### src/rtl/seq_pkg.sv
// Shared types and constants for the note sequencer.
// Holds FSM states, song entry layout and buzzer codes.
package seq_pkg;

  typedef enum logic [2:0] {
    S_IDLE,
    S_FETCH,
    S_PLAY,
    S_GAP,
    S_DONE
  } state_e;

  localparam int NOTE_W = 4;
  localparam int OCT_W  = 2;
  localparam int DUR_W  = 3;
  localparam int IDX_W  = 6;
  localparam int SONG_W = 2;
  localparam int ADDR_W = SONG_W + IDX_W;

  // {last[9], dur[8:6], oct[5:4], note[3:0]}
  typedef struct packed {
    logic              last;
    logic [DUR_W-1:0]  dur;
    logic [OCT_W-1:0]  oct;
    logic [NOTE_W-1:0] note;
  } entry_t;

  localparam logic [NOTE_W-1:0] NOTE_REST = 4'd0;

  localparam logic [OCT_W-1:0] OCT_NORM = 2'b00;
  localparam logic [OCT_W-1:0] OCT_LOW  = 2'b01;
  localparam logic [OCT_W-1:0] OCT_HIGH = 2'b10;
  localparam logic [OCT_W-1:0] OCT_RSVD = 2'b11;

  function automatic entry_t mk(
    input logic              last,
    input logic [DUR_W-1:0]  dur,
    input logic [OCT_W-1:0]  oct,
    input logic [NOTE_W-1:0] note
  );
    return {last, dur, oct, note};
  endfunction

endpackage

### src/rtl/song_rom.sv
// Four-song table, 64 entries each, with a registered read port.
// Song 1 is a full 64-entry loop with no last flag.
module song_rom
  import seq_pkg::*;
(
  input  logic              clk,
  input  logic              rst_n,
  input  logic [ADDR_W-1:0] addr_i,
  output entry_t            data_o
);

  entry_t rom_d;
  entry_t data_q;

  always_comb begin
    rom_d = '0;
    case (addr_i[ADDR_W-1:IDX_W])
      2'd0: begin
        if (addr_i[IDX_W-1:0] == 6'd0)
          rom_d = mk(1'b0, 3'd1, OCT_NORM, 4'd1);
        else if (addr_i[IDX_W-1:0] == 6'd1)
          rom_d = mk(1'b1, 3'd0, OCT_HIGH, 4'd5);
      end
      2'd1: begin
        rom_d = mk(1'b0, 3'd0, {1'b0, addr_i[0]},
                   4'(addr_i[IDX_W-1:0] % 6'd7) + 4'd1);
      end
      2'd2: begin
        if (addr_i[IDX_W-1:0] == 6'd0)
          rom_d = mk(1'b1, 3'd7, OCT_RSVD, NOTE_REST);
      end
      default: begin
        if (addr_i[IDX_W-1:0] == 6'd0)
          rom_d = mk(1'b1, 3'd0, OCT_RSVD, 4'd7);
      end
    endcase
  end

  always_ff @(posedge clk or negedge rst_n) begin
    if (!rst_n) data_q <= '0;
    else        data_q <= rom_d;
  end

  assign data_o = data_q;

endmodule

### src/rtl/note_sequencer.sv
// Plays a stored song on a buzzer: note/octave per entry, then a gap.
// The ROM is addressed one entry ahead so FETCH sees data in one cycle.
module note_sequencer
  import seq_pkg::*;
#(
  parameter int BEAT_TICKS = 25_000_000,
  parameter int GAP_TICKS  = 2_500_000
) (
  input  logic              clk,
  input  logic              rst_n,
  input  logic              start,
  input  logic              stop,
  input  logic [SONG_W-1:0] song_sel,
  output logic [NOTE_W-1:0] note,
  output logic [OCT_W-1:0]  octave,
  output logic              busy,
  output logic              done
);

  localparam int BW = (BEAT_TICKS > 1) ? $clog2(BEAT_TICKS) : 1;
  localparam int GW = (GAP_TICKS > 1) ? $clog2(GAP_TICKS) : 1;
  localparam logic [BW-1:0] BEAT_LAST = BW'(BEAT_TICKS - 1);
  localparam logic [GW-1:0] GAP_LAST  = GW'(GAP_TICKS - 1);

  state_e              state_q, state_d;
  logic [SONG_W-1:0]   song_q, song_d;
  logic [IDX_W-1:0]    idx_q, idx_d, idx_nxt;
  logic [BW-1:0]       beat_q, beat_d;
  logic [DUR_W-1:0]    left_q, left_d;
  logic [GW-1:0]       gap_q, gap_d;
  logic [NOTE_W-1:0]   note_q, note_d;
  logic [OCT_W-1:0]    oct_q, oct_d;
  logic                last_q, last_d;
  logic [ADDR_W-1:0]   rom_addr;
  entry_t              rom_data;

  assign idx_nxt = idx_q + 6'd1;
  assign rom_addr = (state_q == S_IDLE) ? {song_sel, 6'd0}
                                        : {song_q, idx_nxt};

  song_rom u_rom (
    .clk    (clk),
    .rst_n  (rst_n),
    .addr_i (rom_addr),
    .data_o (rom_data)
  );

  always_comb begin
    state_d = state_q;
    song_d  = song_q;
    idx_d   = idx_q;
    beat_d  = beat_q;
    left_d  = left_q;
    gap_d   = gap_q;
    note_d  = note_q;
    oct_d   = oct_q;
    last_d  = last_q;
    unique case (state_q)
      S_IDLE: begin
        if (start && !stop) begin
          song_d  = song_sel;
          idx_d   = '0;
          state_d = S_FETCH;
        end
      end
      S_FETCH: begin
        note_d  = rom_data.note;
        oct_d   = (rom_data.oct == OCT_RSVD) ? OCT_NORM : rom_data.oct;
        last_d  = rom_data.last;
        left_d  = rom_data.dur;
        beat_d  = '0;
        state_d = S_PLAY;
      end
      S_PLAY: begin
        if (beat_q == BEAT_LAST) begin
          beat_d = '0;
          if (left_q == '0) begin
            note_d  = NOTE_REST;
            gap_d   = '0;
            state_d = S_GAP;
          end else begin
            left_d = left_q - 3'd1;
          end
        end else begin
          beat_d = beat_q + BW'(1);
        end
      end
      S_GAP: begin
        if (gap_q == GAP_LAST) begin
          if (last_q) begin
            oct_d   = OCT_NORM;
            state_d = S_DONE;
          end else begin
            idx_d   = idx_nxt;
            state_d = S_FETCH;
          end
        end else begin
          gap_d = gap_q + GW'(1);
        end
      end
      S_DONE: state_d = S_IDLE;
      default: state_d = S_IDLE;
    endcase
    // Abort wins over every in-song transition
    if (stop && state_q != S_IDLE) begin
      state_d = S_IDLE;
      note_d  = NOTE_REST;
      oct_d   = OCT_NORM;
    end
  end

  always_ff @(posedge clk or negedge rst_n) begin
    if (!rst_n) begin
      state_q <= S_IDLE;
      song_q  <= '0;
      idx_q   <= '0;
      beat_q  <= '0;
      left_q  <= '0;
      gap_q   <= '0;
      note_q  <= NOTE_REST;
      oct_q   <= OCT_NORM;
      last_q  <= 1'b0;
    end else begin
      state_q <= state_d;
      song_q  <= song_d;
      idx_q   <= idx_d;
      beat_q  <= beat_d;
      left_q  <= left_d;
      gap_q   <= gap_d;
      note_q  <= note_d;
      oct_q   <= oct_d;
      last_q  <= last_d;
    end
  end

  assign note   = note_q;
  assign octave = oct_q;
  assign busy   = (state_q != S_IDLE);
  assign done   = (state_q == S_DONE);

endmodule

### config.mk
export PLATFORM = sky130hd
export DESIGN_NAME = note_sequencer
export DESIGN_NICKNAME = d
export VERILOG_FILES = /design/src/rtl/seq_pkg.sv /design/src/rtl/song_rom.sv /design/src/rtl/note_sequencer.sv
export SDC_FILE = /design/constraint.sdc
export NUM_CORES = 1
export LEC_CHECK = 0
export BUFFER_PORTS_ARGS = -buffer_cell sky130_fd_sc_hd__clkbuf_2
export CORE_UTILIZATION = 40
export DETAILED_ROUTE_END_ITERATION = 10
export PLACE_DENSITY = 0.64
export SYNTH_ARGS = -nofsm -noshare
export SYNTH_HDL_FRONTEND = slang
export SYNTH_SLANG_ARGS = --single-unit
### constraint.sdc
create_clock -name clk -period 6.45 [get_ports clk]
set_input_delay 1.29 -clock clk [delete_from_list [all_inputs] [get_ports clk]]
set_output_delay 1.29 -clock clk [all_outputs]
set_load 0.01 [all_outputs]
==> reports/metrics.cfg <==
[hold_path]
worstHoldPathType=register to register
holdPathStages=2

[routing]
wire_per_inst_um=14.85
drc=0
first_pass_iters=7
wl_mm=10.26
ant_nets=0
dr_total_vias=3998
drt_iter0_markers=335
viasPerCell=5.786

[cts]
cts_buffers=9
root_buffer=clkbuf_16
post_cts_resized=0
cts.reportedPaths.clkPinSlew_ps=60
hold_buffers=0
htree_levels=3
clock_path_buffers=2
postCtsSetupRepairBufs=0
clk_latency_ps=340
clock_sinks=76
cts_tree=done

[critical_path]
path_depth=18
path_delay_family=compound AO/OA/AOI/OAI gates
crit_path_frequent_cell=ha_1
start_kind=register
required_ps=6670
worstRegToRegCells=18
arrival_ps=5810
crit_fanout=16
path_cells=ha_1, xnor2_1, xnor3_1, a21oi_1, ha_1, a211oi_1, o311ai_1, and3_1, nand2_1, o21ai_0, ha_1, inv_1, o21ai_1, mux2_2, ha_1, or3_1, a31oi_1, nor2_1
end_kind=register
path_class=register to register
slowest_stage=dfrtp_1
crit_path_max_incr_delay_ps=530
cp_num_buf_inv=1

[power_and_ir_drop]
power_leakage_nw=2.178
p_per_area_mw_per_mm2=327.5
ir_drop_mv=0.1533

[yosys]
synth_area_leaders=dfrtp_1 (41%), o21ai_0 (7.3%), nand2_1 (5.4%)
synth_nets=564
synth_top_family_by_area=simple AND/OR/NAND/NOR gates
synth-xor-area-share=0.06375
synth_top_area_cell=dfrtp_1
synth_seq_area_share=0.4124
synth.distinct_cells=62
yosysTopAreaCellShare=0.4124
synth-adder-area-share=0.02170
synth_most_common_cell=dfrtp_1
ys_ff_latch=76
synth_compound_area_frac=0.1753
synthFlopType=dfrtp_1
synth_common_cells=dfrtp_1 (76), o21ai_0 (67), nand2_1 (66), nor2_1 (52), nand3_1 (30)
synthMuxAreaShare=0.01872
synthArstFlopShare=1.000
ys_warn_count=0
synth_edf_count=0
synthSimpleGateAreaFrac=0.2675
syn_avg_cell_area_um2=8.385
synth_area_mm2=0.004612
synth_cells=550

[die]
die_w_um=109.4
die_height_um=109.4
core.rowCount=38
coreArea_mm2=0.01103
num_io_pins=14
initial_utilization=0.4181
die-area_mm2=0.01196

[finish]
finalNetCount=560
syn_to_final_growth_pct=9.170
diodes=0
drive_above_1_share=0.08348

[global_routing]
grt-ovfl-total=0
antenna_found_initial=0
grt_max_degree=77
grt_pass1_wl_mm=18.02
grt_pass1_vias=3756
track_usage=0.1901

[timing]
tns_ps=0
timing.final.ws_setup_ps=862.7
final_hold_viol_count=0
fmax_mhz=179.0
skew_ps=6.228
final.period_utilization=0.8663
rsz0062_at_grt=no
period_needed_ps=5587
worst_pin_slew_ps=957.8
relSlewSlack=0.3614
setup_violations=0
maxSlewViolCount=0

[place]
io_buffers=13
dp_hpwl_mm=7.087
routabilityCongestion=0.8496
pre_cts_slack_ps=966.0

[flow_run]
max-cap-violations=0

[outcome]
status=finished clean

layout make-up:
type | count | area (µm²)
fillers | 1081 | 5996
multi-input cells | 424 | 2522
flip-flops and latches | 76 | 1902
clock buffers | 10 | 239.0
well taps | 140 | 175.2
repair buffers | 15 | 82.58
inverters | 20 | 75.07
clock inverters | 6 | 38.79
stage by stage:
stage | cell area, µm² | utilization | total power [W] | std cells | hold slack (ps)
global placement | 4757 | 0.4313 | 0.001178 | 675 | 464.3
global route | 5035 | 0.4564 | 0.001780 | 691 | 520.2
finish | 5035 | 0.4564 | 0.001649 | 691 | 487.8
CTS | 5035 | 0.4564 | 0.001665 | 691 | 492.5
floorplan | 4612 | - | 0.001035 | 550 | 448.9
detailed placement | 4757 | 0.4313 | 0.001186 | 675 | 478.9
state kept, by name, indices dropped and copies added, names as in the netlist:
signal        count
octave            2
state_q           3
last_q            1
u_rom.data_o      8
idx_q             6
song_q            2
beat_q           25
left_q            3
gap_q            22
note              4
path summary, 6_finish.rpt:
path / slack (ps) / end / from
max: 860 / u_rom.data_o[2] / idx_q[0]
min: 490 / left_q[0] / u_rom.data_o[6]
max reg2reg: 860 / u_rom.data_o[2] / idx_q[0]
min reg2reg: 490 / left_q[0] / u_rom.data_o[6]
max in group asynchronous: 4720 / song_q[1] / rst_n
min in group asynchronous: 1090 / beat_q[14] / rst_n
routing by layer:
metal	vias up	GRT usage	routed length (µm)
li1	1961	-	-
met1	1947	0.2554	4969
met2	81	0.3100	4834
met3	9	0.04268	323
met4	0	0.04857	132
met5	-	0	0
cell families after synthesis:
group,count (synthesis)
flip-flops,76
XOR/XNOR,32
AND/OR/NAND/NOR,242
multiplexers,8
buffers and inverters,50
adder cells (fa/ha/maj),8
AO/OA/AOI/OAI,134
power breakdown:
group	switching, W	internal [W]
Clock	0.000200	0.000270
Sequential	0.0000685	0.000556
Combinational	0.000362	0.000193
Total	0.000630	0.00102
worst reg2reg max path, stage by stage (launching register included):
cell and delay, ps:
dfrtp_1 530, ha_1 430, xnor2_1 460, xnor3_1 440, a21oi_1 220, ha_1 360
a211oi_1 80, o311ai_1 490, and3_1 340, nand2_1 70, o21ai_0 110, ha_1 380
inv_1 70, o21ai_1 350, mux2_2 390, ha_1 180, or3_1 360, a31oi_1 160
nor2_1 60
placed cells by master (no fill, tap or decap), drive strengths merged, types with 6 or more instances in the layout:
cell type	Yosys	final
nand4	17	17
a21oi	21	21
nor3	10	10
o21ai	68	68
xor2	17	17
nor2	53	53
clkbuf	29	22
or3	10	10
inv	20	21
nand2	66	66
o31ai	8	8
nand3	30	30
and3	19	19
nand2b	11	11
a31oi	6	6
nor4	8	8
xnor2	14	14
ha	8	8
dfrtp	76	76
Note: power is estimated with default switching activity, not from simulation.
